<file path="config.mk">
export PLATFORM = sky130hd
export DESIGN_NAME = comb_diff_mc
export DESIGN_NICKNAME = d
export VERILOG_FILES = /design/src/rtl/comb_diff_mc.sv
export SDC_FILE = /design/constraint.sdc
export NUM_CORES = 1
export LEC_CHECK = 0
export ABC_AREA = 1
export CAP_MARGIN = 10
export CORE_AREA = 2 2 39 41
export CTS_CLUSTER_DIAMETER = 200
export DETAILED_ROUTE_END_ITERATION = 10
export DIE_AREA = 0 0 41 43
export PLACE_DENSITY_LB_ADDON = 0.15
export SETUP_SLACK_MARGIN = 0.15
export SKIP_LAST_GASP = 1
export SLEW_MARGIN = 30
export SYNTH_ARGS = -nofsm -noshare
export SYNTH_HDL_FRONTEND = slang
export SYNTH_SLANG_ARGS = --single-unit
</file>
<file path="constraint.sdc">
create_clock -name clk -period 1.3 [get_ports clk]
set_input_delay 0.195 -clock clk [delete_from_list [all_inputs] [get_ports clk]]
set_output_delay 0.195 -clock clk [all_outputs]
set_load 0.02 [all_outputs]
</file>
<file path="src/rtl/comb_diff_mc.sv">
// rtl/comb_diff_mc.sv - multi-channel registered comb stage y[n] = x[n] - x[n-DEPTH]
//
// Purpose:
//   Time-interleaved comb (difference) stage for the decimation datapath.
//   Each channel owns a DEPTH-deep circular delay line, and all channels share
//   one write pointer. Every accepted sample reads the oldest stored value of
//   its channel and overwrites it in the same cycle. The difference is
//   registered, so latency is one clock.
//
// Optional feature:
//   COMB_DIFF_SAT_EN - clamp the result to [-2^NBITS, 2^NBITS-1] and flag the
//                      clamp on out_sat. When undefined, the result wraps and
//                      out_sat is tied to 0.
//
// Ports:
//   clk         in   rising-edge clock
//   rst_n       in   asynchronous active-low reset
//   clear       in   synchronous flush of delay line, channel counter, pointer
//   SIG_IN      in   NBITS+1 two's complement sample for the current channel
//   in_valid    in   SIG_IN valid (no backpressure)
//   sig_out_sub out  registered difference
//   out_valid   out  sig_out_sub valid
//   out_ch      out  channel index of sig_out_sub
//   out_sat     out  result was clamped
module comb_diff_mc #(
  parameter int NBITS = 2,
  parameter int DEPTH = 1,
  parameter int CH    = 1,
  localparam int W    = NBITS + 1,
  localparam int CHW  = (CH > 1) ? $clog2(CH) : 1
) (
  input  logic           clk,
  input  logic           rst_n,
  input  logic           clear,
  input  logic [W-1:0]   SIG_IN,
  input  logic           in_valid,
  output logic [W-1:0]   sig_out_sub,
  output logic           out_valid,
  output logic [CHW-1:0] out_ch,
  output logic           out_sat
);

  localparam int WPW = (DEPTH > 1) ? $clog2(DEPTH) : 1;

  logic [W-1:0]   r_mem [CH][DEPTH];
  logic [CHW-1:0] r_ch;
  logic [WPW-1:0] r_wp;
  logic [W-1:0]   r_sig_out;
  logic           r_out_valid;
  logic [CHW-1:0] r_out_ch;

  logic [W-1:0]   w_old;
  logic [W-1:0]   w_res;
  logic           w_ch_last;
  logic           w_wp_last;

  // Slot select by comparison against loop constants keeps the index widths
  // exact for every CH/DEPTH, including the single-entry cases.
  always_comb begin
    w_old = '0;
    for (int c = 0; c < CH; c++) begin
      for (int d = 0; d < DEPTH; d++) begin
        if (r_ch == CHW'(c) && r_wp == WPW'(d)) begin
          w_old = r_mem[c][d];
        end
      end
    end
  end

  assign w_ch_last = (r_ch == CHW'(CH - 1));
  assign w_wp_last = (r_wp == WPW'(DEPTH - 1));

`ifdef COMB_DIFF_SAT_EN
  logic [W:0] w_diff;
  logic       w_ovf;
  logic       r_out_sat;

  // One guard bit: overflow shows up as the top two bits disagreeing, and the
  // guard bit then carries the true sign, which picks the clamp rail.
  assign w_diff = {SIG_IN[W-1], SIG_IN} - {w_old[W-1], w_old};
  assign w_ovf  = w_diff[W] ^ w_diff[W-1];
  assign w_res  = w_ovf ? {w_diff[W], {(W-1){~w_diff[W]}}} : w_diff[W-1:0];
  assign out_sat = r_out_sat;
`else
  // Without clamping only the low W bits matter, and they are identical to
  // the wide difference truncated, so a W-bit subtractor is enough.
  assign w_res   = SIG_IN - w_old;
  assign out_sat = 1'b0;
`endif

  always_ff @(posedge clk or negedge rst_n) begin
    if (!rst_n) begin
      for (int c = 0; c < CH; c++) begin
        for (int d = 0; d < DEPTH; d++) begin
          r_mem[c][d] <= '0;
        end
      end
      r_ch        <= '0;
      r_wp        <= '0;
      r_sig_out   <= '0;
      r_out_valid <= 1'b0;
      r_out_ch    <= '0;
`ifdef COMB_DIFF_SAT_EN
      r_out_sat   <= 1'b0;
`endif
    end else if (clear) begin
      // Clear wins over a coincident sample; output data fields hold.
      for (int c = 0; c < CH; c++) begin
        for (int d = 0; d < DEPTH; d++) begin
          r_mem[c][d] <= '0;
        end
      end
      r_ch        <= '0;
      r_wp        <= '0;
      r_out_valid <= 1'b0;
    end else if (in_valid) begin
      for (int c = 0; c < CH; c++) begin
        for (int d = 0; d < DEPTH; d++) begin
          if (r_ch == CHW'(c) && r_wp == WPW'(d)) begin
            r_mem[c][d] <= SIG_IN;
          end
        end
      end
      r_ch <= w_ch_last ? '0 : r_ch + CHW'(1);
      // The shared pointer advances once per full round of channels.
      if (w_ch_last) begin
        r_wp <= w_wp_last ? '0 : r_wp + WPW'(1);
      end
      r_sig_out   <= w_res;
      r_out_valid <= 1'b1;
      r_out_ch    <= r_ch;
`ifdef COMB_DIFF_SAT_EN
      r_out_sat   <= w_ovf;
`endif
    end else begin
      r_out_valid <= 1'b0;
    end
  end

  assign sig_out_sub = r_sig_out;
  assign out_valid   = r_out_valid;
  assign out_ch      = r_out_ch;

endmodule

</file>
==> results of run 1 <==
[worst max-delay path, cell delays in order, from the launching register on]
cell and delay (ns):
dfrtp_1 0.38, ha_2 0.18, fa_2 0.36, nand2_1 0.08
nand2_1 0.05, nand2_1 0.06, nand3_2 0.05
[Yosys cell counts]
cell,instances
fa_1,1
nand3_1,3
nor2_4,1
ha_1,1
buf_6,1
inv_2,1
o21ai_1,5
nand3_2,1
dfrtp_1,7
nor2_1,1
buf_4,2
nand2_2,1
inv_1,7
nand2_1,11
conb_1,1
[worst max-delay path by stage]
stage | end | slack, ns | cells after the start
final | sig_out_sub[2] | 0.02 | 6
after CTS | sig_out_sub[2] | -0.03 | 6
after floorplan | sig_out_sub[2] | 0.08 | 6
after global placement | sig_out_sub[2] | -0.30 | 8
after detailed placement | sig_out_sub[2] | -0.32 | 8
after global routing | sig_out_sub[2] | -0.04 | 7
[kinds of logic (layout without fill, tap and decap cells)]
logic type	count (synthesis)	in the layout	synth area share, %
other	1	2	0.986
flip-flops	7	7	46.1
AND/OR/NAND/NOR	18	18	23.0
adder cells (fa/ha/maj)	2	2	8.55
AO/OA/AOI/OAI	5	5	6.58
buffers and inverters	11	27	14.8
[layer usage]
| layer | up-vias | wire (um) | global-route usage, % |
|---|---|---|---|
| li1 | 165 | - | - |
| met1 | 145 | 332 | 14.3 |
| met2 | 9 | 321 | 13.8 |
| met3 | 3 | 43 | 4.71 |
| met4 | 0 | 25 | 8.00 |
| met5 | - | 0 | 0 |
[power by group through the flow]
| stage | Clock (mW) | Sequential, mW | Combinational, mW |
|---|---|---|---|
| floorplan | 0 | 0.277 | 0.0596 |
| global placement | 0 | 0.256 | 0.147 |
| detailed placement | 0 | 0.256 | 0.148 |
| CTS | 0.204 | 0.251 | 0.139 |
| global route | 0.220 | 0.255 | 0.159 |
| finish | 0.202 | 0.252 | 0.143 |
[sequential cells by signal, summed over array words and instances (netlist names)]
register / cells
sig_out_sub: 3
out_valid: 1
r_mem: 3
[cell type report]
class,instances,area (um2),area share [%]
Tap cell,16,20.0,3.68
Sequential cell,7,175,32.2
Multi-Input combinational cell,27,158,29.0
Clock buffer,4,26.3,4.83
Inverter,8,30.0,5.52
Timing Repair Buffer,15,135,24.8
[per-stage QoR]
step | utilization, % | area, um2 | std cells
floorplan | - | 389 | 45
global placement | 36.5 | 505 | 71
detailed placement | 36.5 | 505 | 71
CTS | 38.5 | 533 | 76
global route | 39.3 | 544 | 77
finish | 39.3 | 544 | 77
[timing repair]
action	CTS	global route
gates resized for setup	6	3
hold endpoints to repair	0	0
setup endpoints to repair	6	5
buffers inserted	1	1
pin swaps	8	3
==> impl_metrics.tcl, run 1 <==
set metrics [dict create \
    status "complete, no violations" \
    num_vias 322 \
    r2r-start "r_mem[0]" \
    synthCells 44 \
    antenna_found_initial 0 \
    first_global_vias 287 \
    p_switching_uw 172 \
    place_congestion 0.584 \
    swShare_pct 28.8 \
    synth_top_area_cell "dfrtp_1" \
    layout.nets 71 \
    grt_setup_unrepaired "true" \
    path_class "reg2reg" \
    critical_path.startpoint "r_mem[0]" \
    min_period_ns 1.28 \
    fin_tns_setup_ns 0 \
    fillers 156 \
    start_util_pct 27.5 \
    setup_violations 0 \
    maxCapViolCount 0 \
    cts_root_buffer "clkbuf_4" \
    fmax_ghz 0.784 \
    cts_tree "done" \
    drc 0 \
    syn_avg_cell_area_um2 8.64 \
    final_cell_mix "nand2_1 (11), dfrtp_1 (7), inv_1 (6)" \
    worstPathRequired_ns 1.44 \
    cts_buffer_depth 2 \
    die_w_um 41 \
    htreeDepth 1 \
    synth_seq_area_share_pct 46.1 \
    fp.coreArea_mm2 0.00138 \
    worst_clock_skew_ns 0.00119 \
    ys_ff_latch 7 \
    clkPwrFrac_pct 33.8 \
    synth_area_leaders "dfrtp_1 (46%), nand2_1 (11%), inv_1 (6.9%), o21ai_1 (6.6%), fa_1 (5.3%)" \
    hold_viol 0 \
    ir_drop_v 0.000458 \
    ys_warn_count 0 \
    first_pass_iters 4 \
    whs_ns 0.204 \
    arrival_ns 1.42 \
    drive_gt1_share_pct 24.6 \
    cp_max_fo 3 \
    die-area_mm2 0.00176 \
    syn_to_final_growth_pct 43.1 \
    die_h_um 43 \
    hpwlAfterDp_um 549 \
    maxSlewViolCount 0 \
    yosysTopAreaCellShare_pct 46.1 \
    numCtsBuffers 3 \
    via_per_inst 4.18 \
    min_period_over_period_pct 98.1 \
    totalPowerFinal_uw 596 \
    ys_types 15 \
    r2r_cells 6 \
    reg2reg_to "sig_out_sub[2]" \
    placementRows 14 \
    dp_slack_ns -0.323 \
    grt.total_usage_pct 11.0 \
    drt_wl_total_um 723 \
    grt_pass1_wl_um 1230 \
    grt_max_degree 12 \
    p_int_uw 424 \
    routedWlPerCell_um 9.39 \
    rrSetupSlack_ns 0.02 \
    path_clk_slew_ns 0.05 \
    seq_power_share_pct 42.3 \
    drtIter0Drc 8 \
    ant_nets 0 \
    io_pins 13 \
    final_common_cell "nand2_1" \
    num_antenna_cells 0 \
    ctsHoldBuffers 0 \
    hold_path.class "in2async" \
    combPwrFrac_pct 23.9 \
    syn_area_um2 380 \
    cts_sinks 7 \
    grt.overflow.total 0 \
    endpoint_kind "register" \
    port_buffers 10 \
    clkLatencyLatePin_ns 0.26 \
    powerDensity_mw_per_mm2 1100 \
    power_leakage_nw 0.284 \
    start_kind "register" \
    worst_slack_ns 0.0242 \
]
No activity file was read; power rests on OpenSTA's default activity.
==> inputs of run 2 (changes only) <==
Settings changed: ABC_CLOCK_PERIOD_IN_PS from default to 1300.
==> results of run 2 <==
Final layout, timing and power as in run 1 (identical DEF).
